### src/rtl/mic_array_cic_sequencer.sv
// mic_array_cic_sequencer
//   Drives a bank of NCH PDM-to-PCM CIC decimators. It generates the PDM mic
//   clock, the integrator enable and the comb decimation strobe. It throws away
//   the first SETTLE decimated outputs after enable, while the CIC start-up
//   transient is still present. After that it snapshots all channel outputs
//   once per decimation period and sends them out round-robin on one
//   valid/ready stream.
//
// Ports
//   clk, rst        system clock, asynchronous active-high reset
//   en              run request
//   pdm_clk_out     mic clock, 50% duty, period CLKDIV clk
//   pdm_ce          1-cycle integrator enable, once per PDM bit
//   dec_stb         1-cycle comb enable, once per R pdm_ce
//   ch_data         CIC outputs, channel i at [i*W +: W]
//   m_valid/m_ready stream handshake
//   m_data, m_chan  sample and its channel index
//   m_last          high with channel NCH-1 (end of frame)
//   overrun         sticky, set when a frame had to be dropped
//   clr_overrun     clears overrun (a set in the same cycle wins)
//   busy            sequencer is not idle
//
// state   | meaning
// --------+---------------------------------------------------------------
// IDLE    | stopped, divider held at 0, mic clock low
// SETTLE  | running, discarding the first SETTLE decimation strobes
// WAIT    | waiting for the next decimation strobe
// CAPTURE | one cycle: CIC outputs are now valid, latch them into the shadow
// SEND    | streaming shadow[0..NCH-1]; leaves after the last handshake

module mic_array_cic_sequencer #(
   parameter int NCH    = 4,
   parameter int W      = 17,
   parameter int CLKDIV = 4,
   parameter int R      = 8,
   parameter int SETTLE = 3,
   localparam int CHW   = (NCH > 1) ? $clog2(NCH) : 1
) (
   input  logic             clk,
   input  logic             rst,
   input  logic             en,
   output logic             pdm_clk_out,
   output logic             pdm_ce,
   output logic             dec_stb,
   input  logic [NCH*W-1:0] ch_data,
   output logic             m_valid,
   input  logic             m_ready,
   output logic [W-1:0]     m_data,
   output logic [CHW-1:0]   m_chan,
   output logic             m_last,
   output logic             overrun,
   input  logic             clr_overrun,
   output logic             busy
);

   localparam int DW = $clog2(CLKDIV);
   localparam int RW = (R > 1) ? $clog2(R) : 1;
   localparam int SW = $clog2(SETTLE + 1);

   localparam logic [2:0] S_IDLE    = 3'd0;
   localparam logic [2:0] S_SETTLE  = 3'd1;
   localparam logic [2:0] S_WAIT    = 3'd2;
   localparam logic [2:0] S_CAPTURE = 3'd3;
   localparam logic [2:0] S_SEND    = 3'd4;

   logic [2:0]     r_state;
   logic [DW-1:0]  r_div_cnt;
   logic [RW-1:0]  r_dec_cnt;
   logic [SW-1:0]  r_settle_cnt;
   logic           r_pdm_clk;
   logic           r_pdm_ce;
   logic           r_dec_stb;
   logic           r_stop;
   logic           r_overrun;
   logic           r_m_valid;
   logic [W-1:0]   r_m_data;
   logic [CHW-1:0] r_m_chan;
   logic           r_m_last;
   logic [CHW-1:0] r_idx;
   logic [W-1:0]   r_shadow [NCH];

   logic [2:0]     w_state_nxt;
   logic [DW-1:0]  w_div_nxt;
   logic [CHW-1:0] w_idx_inc;
   logic           w_hs;
   logic           w_last_idx;

   assign w_hs       = r_m_valid & m_ready;
   assign w_last_idx = (r_idx == CHW'(NCH - 1));
   assign w_idx_inc  = r_idx + 1'b1;

   always_comb begin
      w_state_nxt = r_state;
      unique case (r_state)
         S_IDLE:    if (en) w_state_nxt = S_SETTLE;
         S_SETTLE: begin
            if (!en)
               w_state_nxt = S_IDLE;
            else if (r_dec_stb && (r_settle_cnt == SW'(SETTLE - 1)))
               w_state_nxt = S_WAIT;
         end
         S_WAIT: begin
            if (!en)
               w_state_nxt = S_IDLE;
            else if (r_dec_stb)
               w_state_nxt = S_CAPTURE;
         end
         S_CAPTURE: w_state_nxt = en ? S_SEND : S_IDLE;
         S_SEND: begin
            // a disable seen at any point during the frame ends it in IDLE
            if (w_hs && w_last_idx)
               w_state_nxt = (r_stop || !en) ? S_IDLE : S_WAIT;
         end
         default:   w_state_nxt = S_IDLE;
      endcase
   end

   // Divider restarts from 0 on every entry into a running state, so the
   // first mic clock phase after enable is always a full high phase.
   always_comb begin
      w_div_nxt = '0;
      if ((w_state_nxt != S_IDLE) && (r_state != S_IDLE))
         w_div_nxt = (r_div_cnt == DW'(CLKDIV - 1)) ? '0 : r_div_cnt + 1'b1;
   end

   always_ff @(posedge clk or posedge rst) begin
      if (rst) begin
         r_state      <= S_IDLE;
         r_div_cnt    <= '0;
         r_dec_cnt    <= '0;
         r_settle_cnt <= '0;
         r_pdm_clk    <= 1'b0;
         r_pdm_ce     <= 1'b0;
         r_dec_stb    <= 1'b0;
         r_stop       <= 1'b0;
         r_overrun    <= 1'b0;
         r_m_valid    <= 1'b0;
         r_m_data     <= '0;
         r_m_chan     <= '0;
         r_m_last     <= 1'b0;
         r_idx        <= '0;
         for (int i = 0; i < NCH; i++)
            r_shadow[i] <= '0;
      end else begin
         r_state   <= w_state_nxt;
         r_div_cnt <= w_div_nxt;
         // mic clock and enable are computed from next-cycle values so they
         // line up exactly with r_div_cnt
         r_pdm_clk <= (w_state_nxt != S_IDLE) && (w_div_nxt < DW'(CLKDIV / 2));
         r_pdm_ce  <= (w_state_nxt != S_IDLE) && (w_div_nxt == DW'(CLKDIV - 1));

         if (w_state_nxt == S_IDLE)
            r_dec_cnt <= '0;
         else if (r_pdm_ce)
            r_dec_cnt <= (r_dec_cnt == RW'(R - 1)) ? '0 : r_dec_cnt + 1'b1;

         r_dec_stb <= r_pdm_ce && (r_dec_cnt == RW'(R - 1)) && (w_state_nxt != S_IDLE);

         if (r_state == S_IDLE)
            r_settle_cnt <= '0;
         else if ((r_state == S_SETTLE) && r_dec_stb)
            r_settle_cnt <= r_settle_cnt + 1'b1;

         if (r_state != S_SEND)
            r_stop <= 1'b0;
         else if (!en)
            r_stop <= 1'b1;

         if (r_dec_stb && ((r_state == S_CAPTURE) || (r_state == S_SEND)))
            r_overrun <= 1'b1;
         else if (clr_overrun)
            r_overrun <= 1'b0;

         // CICs update on the dec_stb edge, so the capture cycle sees fresh data;
         // channel 0 is also loaded straight into the output register.
         if ((r_state == S_CAPTURE) && en) begin
            for (int i = 0; i < NCH; i++)
               r_shadow[i] <= ch_data[i*W +: W];
            r_m_valid <= 1'b1;
            r_m_data  <= ch_data[W-1:0];
            r_m_chan  <= '0;
            r_m_last  <= (NCH == 1);
            r_idx     <= '0;
         end else if ((r_state == S_SEND) && w_hs) begin
            if (w_last_idx) begin
               r_m_valid <= 1'b0;
               r_m_data  <= '0;
               r_m_chan  <= '0;
               r_m_last  <= 1'b0;
               r_idx     <= '0;
            end else begin
               r_idx    <= w_idx_inc;
               r_m_data <= r_shadow[w_idx_inc];
               r_m_chan <= w_idx_inc;
               r_m_last <= (w_idx_inc == CHW'(NCH - 1));
            end
         end
      end
   end

   assign pdm_clk_out = r_pdm_clk;
   assign pdm_ce      = r_pdm_ce;
   assign dec_stb     = r_dec_stb;
   assign m_valid     = r_m_valid;
   assign m_data      = r_m_data;
   assign m_chan      = r_m_chan;
   assign m_last      = r_m_last;
   assign overrun     = r_overrun;
   assign busy        = (r_state != S_IDLE);

endmodule

### config.mk
export PLATFORM = sky130hd
export DESIGN_NAME = mic_array_cic_sequencer
export DESIGN_NICKNAME = d
export VERILOG_FILES = /design/src/rtl/mic_array_cic_sequencer.sv
export SDC_FILE = /design/constraint.sdc
export NUM_CORES = 1
export LEC_CHECK = 0
export ABC_AREA = 1
export BUFFER_PORTS_ARGS = -buffer_cell sky130_fd_sc_hd__buf_2
export CAP_MARGIN = 30
export CORE_MARGIN = 2
export CORE_UTILIZATION = 35
export DETAILED_ROUTE_END_ITERATION = 10
export GPL_ROUTABILITY_DRIVEN = 0
export PLACE_DENSITY_LB_ADDON = 0.25
export SETUP_SLACK_MARGIN = 0.05
export SLEW_MARGIN = 25
export SYNTH_ARGS = -nofsm -noshare
export SYNTH_HDL_FRONTEND = slang
export SYNTH_SLANG_ARGS = --single-unit
export TNS_END_PERCENT = 30
### constraint.sdc
create_clock -name clk -period 10.4 [get_ports clk]
set_clock_uncertainty 0.15 [all_clocks]
set_input_delay 1.56 -clock clk [delete_from_list [all_inputs] [get_ports clk]]
set_output_delay 1.56 -clock clk [all_outputs]
set_load 0.05 [all_outputs]
# Word level (Yosys, flattened, before mapping)
# Cells that the tools add are included.
# word_totals
regBits	104
latchBits	0
ramBits	0
rom_bits	0
in_bits	73
output_inout_bits	26
memories	0
# op_classes
add_sub_neg	4
n_mul	0
n_div	0
n_lt_le_gt_ge	2
n_eq_ne	12
shifts	0
n_mux	35
bitwise_logic	2
reduce_logical	24
# op_table
op	count
$mux W17	5
$bmux W17 S2	1
$mux W3	10
$mux W2	8
$pmux W3 S5	1
$logic_and A1 B1 Y1	11
$eq A2 B2 Y1 const B	5
$mux W1	10
$reduce_bool A2 Y1	5
$add A2 B1 Y2 const B	3
$eq A3 B2 Y1 const B	2
$eq A3 B3 Y1 const B	2
$logic_not A3 Y1	2
$reduce_bool A3 Y1	2
$add A3 B1 Y3 const B	1
$eq A3 B1 Y1 const B	1
$ge A3 B3 Y1 const B	1
$ne A3 B3 Y1 const B	1
$not A2 Y3	1
$logic_or A1 B1 Y1	2
$lt A2 B2 Y1 const B	1
$ne A2 B1 Y1 const B	1
$reduce_and A2 Y1	1
$and A1 B1 Y1	1
$logic_not A1 Y1	1

# Logic depth before layout (Yosys ltp)
# depth
depth_word	10
depth_mapped	10
ltp_nobuf	10

# Worst setup path before layout
# No wires, ideal clock.
# synth_path
kind	reg-to-output
start	register r_state[1]
end	output busy
arrival_time_ps	982
path_slack_ps	7708
path_stages_with_launch	3
path_cell_list	dfrtp_1 > nor2_1 > nand2_1
# synth_via
elab_chain_cells	1
# synth_rtl
element	line	source
from (decl)	66	logic [2:0] r_state;
from (signal assigned)	145	r_state <= w_state_nxt;
$reduce_bool A3 Y1	209	assign busy = (r_state != S_IDLE);
to (decl)	53	output logic busy
# Every way passes these cells.

# Worst setup path in the final report
# layout_path
start	input en
end	register r_m_data[15] (netlist: m_data[15])
# layout_via
elab_chain_cells	2
elab_cells_between_ends	3
classes_between	mux: 1; reduce/logical: 2
# layout_rtl
element	line	source
from (decl)	41	input logic en,
$logic_and A1 B1 Y1 *	176	if ((r_state == S_CAPTURE) && en) begin
$mux W17 or $reduce_bool A2 Y1 (tied branches)	-	
to (signal assigned)	180	r_m_data <= ch_data[W-1:0];
to (signal assigned)	193	r_m_data <= r_shadow[w_idx_inc];
to (decl)	76	logic [W-1:0] r_m_data;
# Every way passes the cells marked *; elsewhere a longest branch is shown, timed or not.
# A chain may end at the register's enable or synchronous reset.

==> summary.md <==
| Metric | Value |
|---|---|
| Status | completed |
| Hold Path Class | flip-flop to flip-flop |
| Syn Inst Count | 577 |
| Yosys cell types | 29 |
| Nets | 741 |
| DRT iter0 DRCs | 215 |
| Pin count of the biggest net entering global routing | 87 |
| Post-synthesis mux area share | 0.416% |
| CP max FO | 86 |
| Post-CTS sizing | 0 |
| Commonest non-fill, non-tap cell in the layout | nand2_1 |
| Syn Std Cell Area | 4810 um2 |
| Main synth FF type | dfrtp_1 |
| Synth Net Count | 656 |
| Via count | 4033 |
| Largest buffer count on any clock path | 2 |
| Slew HR | 42.2% |
| CTS tree | yes |
| Switching Power | 193 uW |
| Placed Area | 5420 um2 |
| Area of the multi-input gates | 1920 um2 |
| Antenna violations before repair | 0 |
| Seq pwr share | 50.0% |
| CTS H-tree lvls | 3 |
| Leak Pwr | 0.00316 uW |
| Initial cell density of the core | 36.0% |
| RSZ-0062 raised after global routing | no |
| Crit Path Category | primary input to flip-flop |
| CP required | 10.48 ns |
| Area share of fa/ha/maj cells after synthesis | 1.56% |
| Post-route ant nets | 0 |
| Measured slew at the worst slew-check pin | 0.867 ns |
| Commonest non-fill, non-tap cells in the layout | nand2_1, dfrtp_1, buf_2 |
| Row cnt | 42 |
| EDFF count, synth | 0 |
| Layout area overhead | 19.0% |
| First-pass GRT wire length | 19.8 mm |
| Final Cell Area | 5720 um2 |
| Switching fraction of total power | 23.1% |
| Hold-fix buffers, CTS | 0 |
| Combinational Power Share | 7.5% |
| Die ar. | 14700 um2 |
| Buffers on Ports | 98 |
| Warnings from Yosys | 0 |
| Fin. max-slew vios | 0 |
| Antenna Cells | 0 |
| Crit start category | primary input |
| Seq cells post-synth | 104 |
| Mean Syn Cell Area | 8.34 um2 |
| CP endpoint kind | flip-flop |
| Synth Area in XOR/XNOR | 0% |
| TritonCTS Buffers | 9 |
| GRT Residual Overflow | 0 |
| Vias in the first global route | 4022 |
| Die Y-Extent | 121 um |
| WL final | 12.1 mm |
| Crit path time final | 3.30 ns |
| Worst-path clk slew | 0.07 ns |
| Power Density | 146 nW/um2 |
| DRT Pass-1 Iters | 5 |
| Drt drc | 0 |
| Share of cells above drive strength 1 | 22.4% |
| Setup-failing EPs final | 0 |
| Post-Synth Simple-Gate Area | 32.9% |
| Worst skew pair latency | 0.35 ns |
| Post-CTS Repair Setup Buffers | 0 |
| WL/cell | 14.4 um |
| Crit path DAT | 3.38 ns |
| Register Area | 2600 um2 |
| Setup tns final | 0 ns |
| Complex-gate fraction of the synthesized area | 4.99% |
| Fin. Hold Viols | 0 |
| Fill count | 1412 |
| Total of max-cap violations | 0 |
| Clock Tree Root | clkbuf_16 |
| P_int | 644 uW |
| Main combinational cell family by area after synthesis | simple AND/OR/NAND/NOR gates |
| Post-DP HPWL | 7.99 mm |
| Seq/Total Area, Yosys | 54.1% |
| VDD IR max | 0.0829 mV |
| # clock sinks | 104 |
| All-Layer GR Usage | 17.4% |
| Clock power share | 42.5% |
| Async set-reset flop share out of synthesis | 100% |
| Fmax | 0.303 GHz |
| I/O pin count | 99 |
| Fin crit share | 31.8% |
| Vias per inst | 4.80 |
| Die width | 121 um |
| Core area | 13300 um2 |
==> path summary, 6_finish.rpt <==
| path | startpoint | to | slack [ns] | depth (start not counted) |
|---|---|---|---|---|
| max | en | m_data[15]$_DFFE_PP0P_ | 7.10 | 7 |
| min | r_shadow[1]$_DFFE_PP0P_ | r_shadow[1]$_DFFE_PP0P_ | 0.33 | 2 |
| max reg2reg | r_idx[0]$_DFFE_PP0P_ | m_data[11]$_DFFE_PP0P_ | 7.13 | 8 |
| min reg2reg | r_shadow[1]$_DFFE_PP0P_ | r_shadow[1]$_DFFE_PP0P_ | 0.33 | 2 |
| max in group asynchronous | rst | m_data[10]$_DFFE_PP0P_ | 7.76 | 3 |
| min in group asynchronous | rst | m_data[4]$_DFFE_PP0P_ | 1.12 | 2 |
==> cells by family after synthesis <==
family	after synthesis
flops	104
compound gates	42
mux	2
buf+inv	59
fa+ha+maj	6
simple gates	364
==> registers in the layout, indices dropped and copies added (netlist names), 2 cells and up <==
name          cells
r_dec_cnt         3
m_data           17
r_div_cnt         2
r_settle_cnt      2
r_shadow         68
r_state           3
r_idx             2
==> layer usage <==
metal | GRT usage [%] | up-vias | share of wire [%]
met2 | 25.5 | 104 | 43
li1 | - | 2002 | -
met4 | 4.53 | 0 | 0.96
met3 | 4.98 | 12 | 5.3
met1 | 25.3 | 1915 | 51
met5 | 0 | - | 0
==> through the flow <==
step                util (%)  setup slack [ns]  total power [uW]  std cells  hold WS, ns
finish                  42.9              7.10               837        841        0.332
global route            42.9              6.84               871        841        0.349
CTS                     42.9              7.08               850        841        0.334
detailed placement      40.6              6.71               490        827        0.313
global placement        40.3              6.62               488        825        0.309
floorplan                  -              5.96               462        577        0.294
==> Yosys cell counts, drive strengths merged (5+ instances only) <==
library cell	count	area share [%]
o21ai	25	2.6
ha	6	1.6
a21oi	5	0.68
dfrtp	104	54
inv	29	2.4
o22ai	6	0.78
buf	25	3.3
o211ai	6	0.94
nand2	277	22
nand3	50	6.5
nand4	13	2.0
nor2	23	2.0
==> area by class of cell <==
cell class,instances,area share (%)
well taps,176,3.85
repair buffers,103,9.79
multi-input cells,414,33.5
flip-flops and latches,104,45.5
clock buffers,11,4.07
inverters,30,2.10
clock inverters,3,1.20
==> worst max-delay path, stage by stage <==
cell	delay, ns
buf_2	0.13
nand4_4	0.08
buf_4	0.69
inv_2	0.42
buf_12	0.30
nand2_1	0.10
nand3_1	0.08
==> power groups by stage <==
stage | sequential [uW] | combinational, uW | clock, uW
2_1_floorplan | 434 | 28.1 | 0
3_3_place_gp | 426 | 62.3 | 0
3_5_place_dp | 426 | 64.1 | 0
4_1_cts | 418 | 64.2 | 367
5_1_grt | 419 | 70.4 | 381
6_report | 419 | 63.0 | 356
Note: power is estimated with default switching activity, not from simulation.
